[config.mk]
export PLATFORM = sky130hd
export DESIGN_NAME = debounce_sync
export DESIGN_NICKNAME = d
export VERILOG_FILES = /design/src/rtl/debounce_sync.sv
export SDC_FILE = /design/constraint.sdc
export NUM_CORES = 1
export LEC_CHECK = 0
export CAP_MARGIN = 20
export CORE_AREA = 2 2 39 41
export CTS_CLUSTER_DIAMETER = 200
export DETAILED_ROUTE_END_ITERATION = 12
export DIE_AREA = 0 0 41 43
export DONT_BUFFER_PORTS = 1
export HOLD_SLACK_MARGIN = 0.12
export PLACE_DENSITY = 0.56
export SYNTH_ARGS = -nofsm -noshare
export SYNTH_HDL_FRONTEND = slang
export SYNTH_SLANG_ARGS = --single-unit
[constraint.sdc]
create_clock -name clk -period 1.6 [get_ports clk]
set_input_delay 0.32 -clock clk [delete_from_list [all_inputs] [get_ports clk]]
set_output_delay 0.32 -clock clk [all_outputs]
set_load 0.005 [all_outputs]
[src/rtl/debounce_sync.sv]
// Synchroniser + glitch filter: d_raw -> SYNC_STAGES flops -> qualification FSM -> clean level and edge strobes.
// Optional abort counter on glitch_cnt when DEBOUNCE_GLITCH_CNT_EN is defined.
//
// state     | meaning
// STABLE_LO | d_clean=0, synchronised input agrees
// PEND_HI   | s=1 seen, counting toward acceptance of a rising change
// STABLE_HI | d_clean=1, synchronised input agrees
// PEND_LO   | s=0 seen, counting toward acceptance of a falling change
module debounce_sync #(
  parameter int   SYNC_STAGES     = 2,
  parameter int   DEBOUNCE_CYCLES = 4,
  parameter logic RESET_VALUE     = 1'b0
) (
  input  logic       clk,
  input  logic       reset_n,
  input  logic       d_raw,
  output logic       d_clean,
  output logic       rise_pulse,
  output logic       fall_pulse,
  output logic       pending
`ifdef DEBOUNCE_GLITCH_CNT_EN
  ,
  output logic [7:0] glitch_cnt
`endif
);

  generate
    if (SYNC_STAGES < 2) begin : g_bad_sync
      $error("debounce_sync: SYNC_STAGES must be >= 2");
    end
    if (DEBOUNCE_CYCLES < 1) begin : g_bad_deb
      $error("debounce_sync: DEBOUNCE_CYCLES must be >= 1");
    end
  endgenerate

  typedef enum logic [1:0] {STABLE_LO, PEND_HI, STABLE_HI, PEND_LO} state_t;

  localparam int             CW          = $clog2(DEBOUNCE_CYCLES + 1);
  localparam logic [CW-1:0]  CNT_MAX     = CW'(DEBOUNCE_CYCLES);
  localparam state_t         RESET_STATE = RESET_VALUE ? STABLE_HI : STABLE_LO;

  logic [SYNC_STAGES-1:0] sync_q;
  logic                   s;
  state_t                 state_q, state_d;
  logic [CW-1:0]          cnt_q, cnt_d;
  logic                   clean_d, rise_d, fall_d;

  always_ff @(posedge clk or negedge reset_n) begin
    if (!reset_n) sync_q <= {SYNC_STAGES{RESET_VALUE}};
    else          sync_q <= {sync_q[SYNC_STAGES-2:0], d_raw};
  end

  assign s = sync_q[SYNC_STAGES-1];

  // Counter is cleared on every exit from a pending state, so it never exceeds CNT_MAX.
  always_comb begin
    state_d = state_q;
    cnt_d   = '0;
    clean_d = d_clean;
    rise_d  = 1'b0;
    fall_d  = 1'b0;
    case (state_q)
      STABLE_LO: begin
        if (s) begin
          state_d = PEND_HI;
          cnt_d   = CW'(1);
        end
      end
      PEND_HI: begin
        if (!s) begin
          state_d = STABLE_LO;
        end else if (cnt_q == CNT_MAX) begin
          state_d = STABLE_HI;
          clean_d = 1'b1;
          rise_d  = 1'b1;
        end else begin
          cnt_d = cnt_q + CW'(1);
        end
      end
      STABLE_HI: begin
        if (!s) begin
          state_d = PEND_LO;
          cnt_d   = CW'(1);
        end
      end
      PEND_LO: begin
        if (s) begin
          state_d = STABLE_HI;
        end else if (cnt_q == CNT_MAX) begin
          state_d = STABLE_LO;
          clean_d = 1'b0;
          fall_d  = 1'b1;
        end else begin
          cnt_d = cnt_q + CW'(1);
        end
      end
      default: state_d = RESET_STATE;
    endcase
  end

  always_ff @(posedge clk or negedge reset_n) begin
    if (!reset_n) begin
      state_q    <= RESET_STATE;
      cnt_q      <= '0;
      d_clean    <= RESET_VALUE;
      rise_pulse <= 1'b0;
      fall_pulse <= 1'b0;
    end else begin
      state_q    <= state_d;
      cnt_q      <= cnt_d;
      d_clean    <= clean_d;
      rise_pulse <= rise_d;
      fall_pulse <= fall_d;
    end
  end

  assign pending = (state_q == PEND_HI) || (state_q == PEND_LO);

`ifdef DEBOUNCE_GLITCH_CNT_EN
  logic abort;

  assign abort = ((state_q == PEND_HI) && !s) || ((state_q == PEND_LO) && s);

  always_ff @(posedge clk or negedge reset_n) begin
    if (!reset_n)                          glitch_cnt <= 8'd0;
    else if (abort && glitch_cnt != 8'hFF) glitch_cnt <= glitch_cnt + 8'd1;
  end
`endif

endmodule

==> impl_metrics.csv <==
group,metric,value,unit
outcome,status,"finished clean",
placement,post-place-ws,0.3205,ns
logic_synthesis,synthArstFlopShare,100.0,%
critical_path,worstPathCellList,"inv_1 -> ha_1 -> nand3_2 -> mux2_4",
logic_synthesis,synth_nets,37,
critical_path,worstPathArrival,1.42,ns
global_routing,overflow,0,
clock_network,clockBufferDepth,2,
critical_path,startpoint_type,"flip-flop",
logic_synthesis,yosysWarnings,0,
sta,slew_viol_final,0,
sta,finalHoldViolations,0,
logic_synthesis,ys.flop_type,"dfrtp_1",
power_and_ir_drop,vdd_ir_drop_max,0.5178,mV
drt,drt_wl_total,720,um
finish,area_delta_synth_final,13.99,%
drt,detail-route-antenna-nets,0,
sta,finalClockSkew,0.008998,ns
critical_path,crit_slowest_cell,"dfrtp_1",
logic_synthesis,synth_top_area_share,59.52,%
critical_path,critPathMaxStageDelay,0.39,ns
clock_network,cts_buffers,3,
logic_synthesis,synth_edf_count,0,
sta,setup_viol,0,
clock_network,cts.sinks,10,
floorplanning,die_w,41,um
sta,rsz0062_at_grt,"false",
drt,wl_per_cell,13.85,um
logic_synthesis,synth_cell_types,18,
drt,first_pass_iters,4,
finish,final_core_util,34.63,%
flow_run,drv_cap,0,
finish,fillers,148,
global_routing,grt_pass1_vias,286,
clock_network,cts_root_buf,"clkbuf_4",
logic_synthesis,synth_most_common_cell,"dfrtp_1",
placement,port_buffers,0,
drt,drtIter0Drc,2,
sta,max_freq,785.4,MHz
logic_synthesis,synth_seq_cells,10,
logic_synthesis,synth_largest_area_cell,"dfrtp_1",
global_routing,grt.total_usage,11.30,%
critical_path,crit_type,"reg2reg",
sta,finalCritPeriodShare,79.58,%
power_and_ir_drop,power.leakage,0.2531,nW
logic_synthesis,synth_common_cells,"dfrtp_1 (10), inv_1 (3), ha_1 (2), nand2b_1 (2), nor3b_1 (2)",
power_and_ir_drop,power_density,1193,nW/um2
logic_synthesis,ys_seq_area_share,59.52,%
clock_network,cts.clk_slew.worst_paths,0.06,ns
sta,setup_ws,0.3267,ns
clock_network,htreeDepth,1,
clock_network,clk_latency,0.26,ns
logic_synthesis,netlist_area,420.4,um2
global_routing,antenna_found_initial,0,
min_path,hp-class,"reg2reg",
finish,antenna_cells,0,
logic_synthesis,syn_inst,32,
floorplanning,start_util,30.38,%
drt,vias,256,
finish,multiInputGateArea,155.1,um2
floorplanning,fp.dieArea,1763,um2
floorplanning,num_rows,14,
global_routing,grt_pass1_wl,1235,um
finish,final_nets,43,
critical_path,cp.buffers_inverters,1,
global_routing,grt_max_degree,11,
critical_path,path_max_fanout,5,
sta,slew_headroom,69.89,%
placement,gp_congestion,0.6893,
critical_path,end_kind,"flip-flop",
critical_path,crit_required,1.75,ns
placement,dpl.hpwl,560.9,um
logic_synthesis,synth.area.top_cells,"dfrtp_1 (60%), ha_1 (6.0%), mux2_4 (3.6%), nor3b_1 (3.6%), nand2b_1 (3.0%)",
logic_synthesis,synth.avg_cell_area,13.14,um2
critical_path,critical-path-top-delay-family,"flip-flops",
floorplanning,core,1384,um2
sta,final.setup.tns,0,ns
floorplanning,die_y,43,um
sta,tightest_slew,0.4502,ns
finish,seqCellArea,250.2,um2
clock_network,cts_tree,"yes",
sta,fin_crit,1.273,ns
finish,drive_gt1_share,19.44,%
floorplanning,pin_count,7,
drt,drc,0,
drt,post_drt_via_cell_ratio,4.923,
## cell usage in the layout (no fill, tap or decap)
cell type / netlist / layout
clkbuf_4: 0 / 3
nor2_1: 1 / 1
xor2_1: 1 / 1
nor2b_1: 1 / 1
dfrtp_1: 10 / 10
o211a_1: 1 / 1
nand2b_1: 2 / 2
nor3b_1: 2 / 2
and2_2: 1 / 1
ha_1: 2 / 2
inv_1: 3 / 3
nand3_2: 1 / 1
a21o_1: 1 / 1
o221ai_1: 1 / 1
and3_2: 1 / 1
mux2_4: 1 / 1
dlygate4sd3_1: 0 / 2
a21boi_1: 1 / 1
and4b_1: 1 / 1
## metrics by stage
stage	area (um2)	power [mW]	hold WS, ns	instances
after global routing	479.2	0.6155	0.3573	52
after floorplan	420.4	0.3803	0.02441	32
final	479.2	0.5715	0.3526	52
after CTS	479.2	0.5808	0.3559	52
after detailed placement	436.7	0.4024	0.02475	47
after global placement	436.7	0.3906	0.02470	47
## routing by layer
metal	vias to the layer above	global-route usage, %	part of all wire [%]
li1	117	-	-
met1	131	10.44	35
met2	8	18.13	56
met3	0	9.948	8.9
met4	0	2.000	0
met5	-	0	0
## worst paths after layout
path	startpoint	to	slack, ns	depth (start not counted)
max in group asynchronous	reset_n	sync_q[1]	0.84	1
worst min register to register	sync_q[0]	sync_q[1]	0.35	0
min in group asynchronous	reset_n	cnt_q[1]	0.44	1
worst max register to register	cnt_q[0]	flip-flop	0.33	4
worst min-delay path	sync_q[0]	sync_q[1]	0.35	0
worst max-delay path	cnt_q[0]	flip-flop	0.33	4
## area by class of cell
cell class,count,area share [%]
sequential,10,52.22
multi-input combinational,18,32.38
clock buffer,3,4.700
timing repair buffer,2,4.178
tap,16,4.178
inverter,3,2.350
## cells by family after synthesis
logic type | Yosys count | synth area share [%]
mux | 1 | 3.570
xor+xnor | 1 | 2.084
buf+inv | 4 | 3.570
compound gates | 4 | 8.038
simple gates | 10 | 17.26
fa+ha+maj | 2 | 5.951
flops | 10 | 59.52
## report_power, final
part           switching [mW]  total [mW]  internal, mW
combinational          0.0460      0.0951        0.0491
clock                  0.0784       0.165        0.0864
sequential             0.0313       0.312         0.280
## registers in the layout, summed over array words and instances (netlist names), named ones only
register / flops
cnt_q: 3
state_q: 1
rise_pulse: 1
d_clean: 1
fall_pulse: 1
sync_q: 2
## what timing repair did
| item | CTS | global route |
|---|---|---|
| hold buffers | 2 | 0 |
| setup buffers | 0 | 0 |
| resized for setup | 0 | 0 |
| hold endpoints to repair | 11 | 0 |
(Power assumes the default switching activity.)
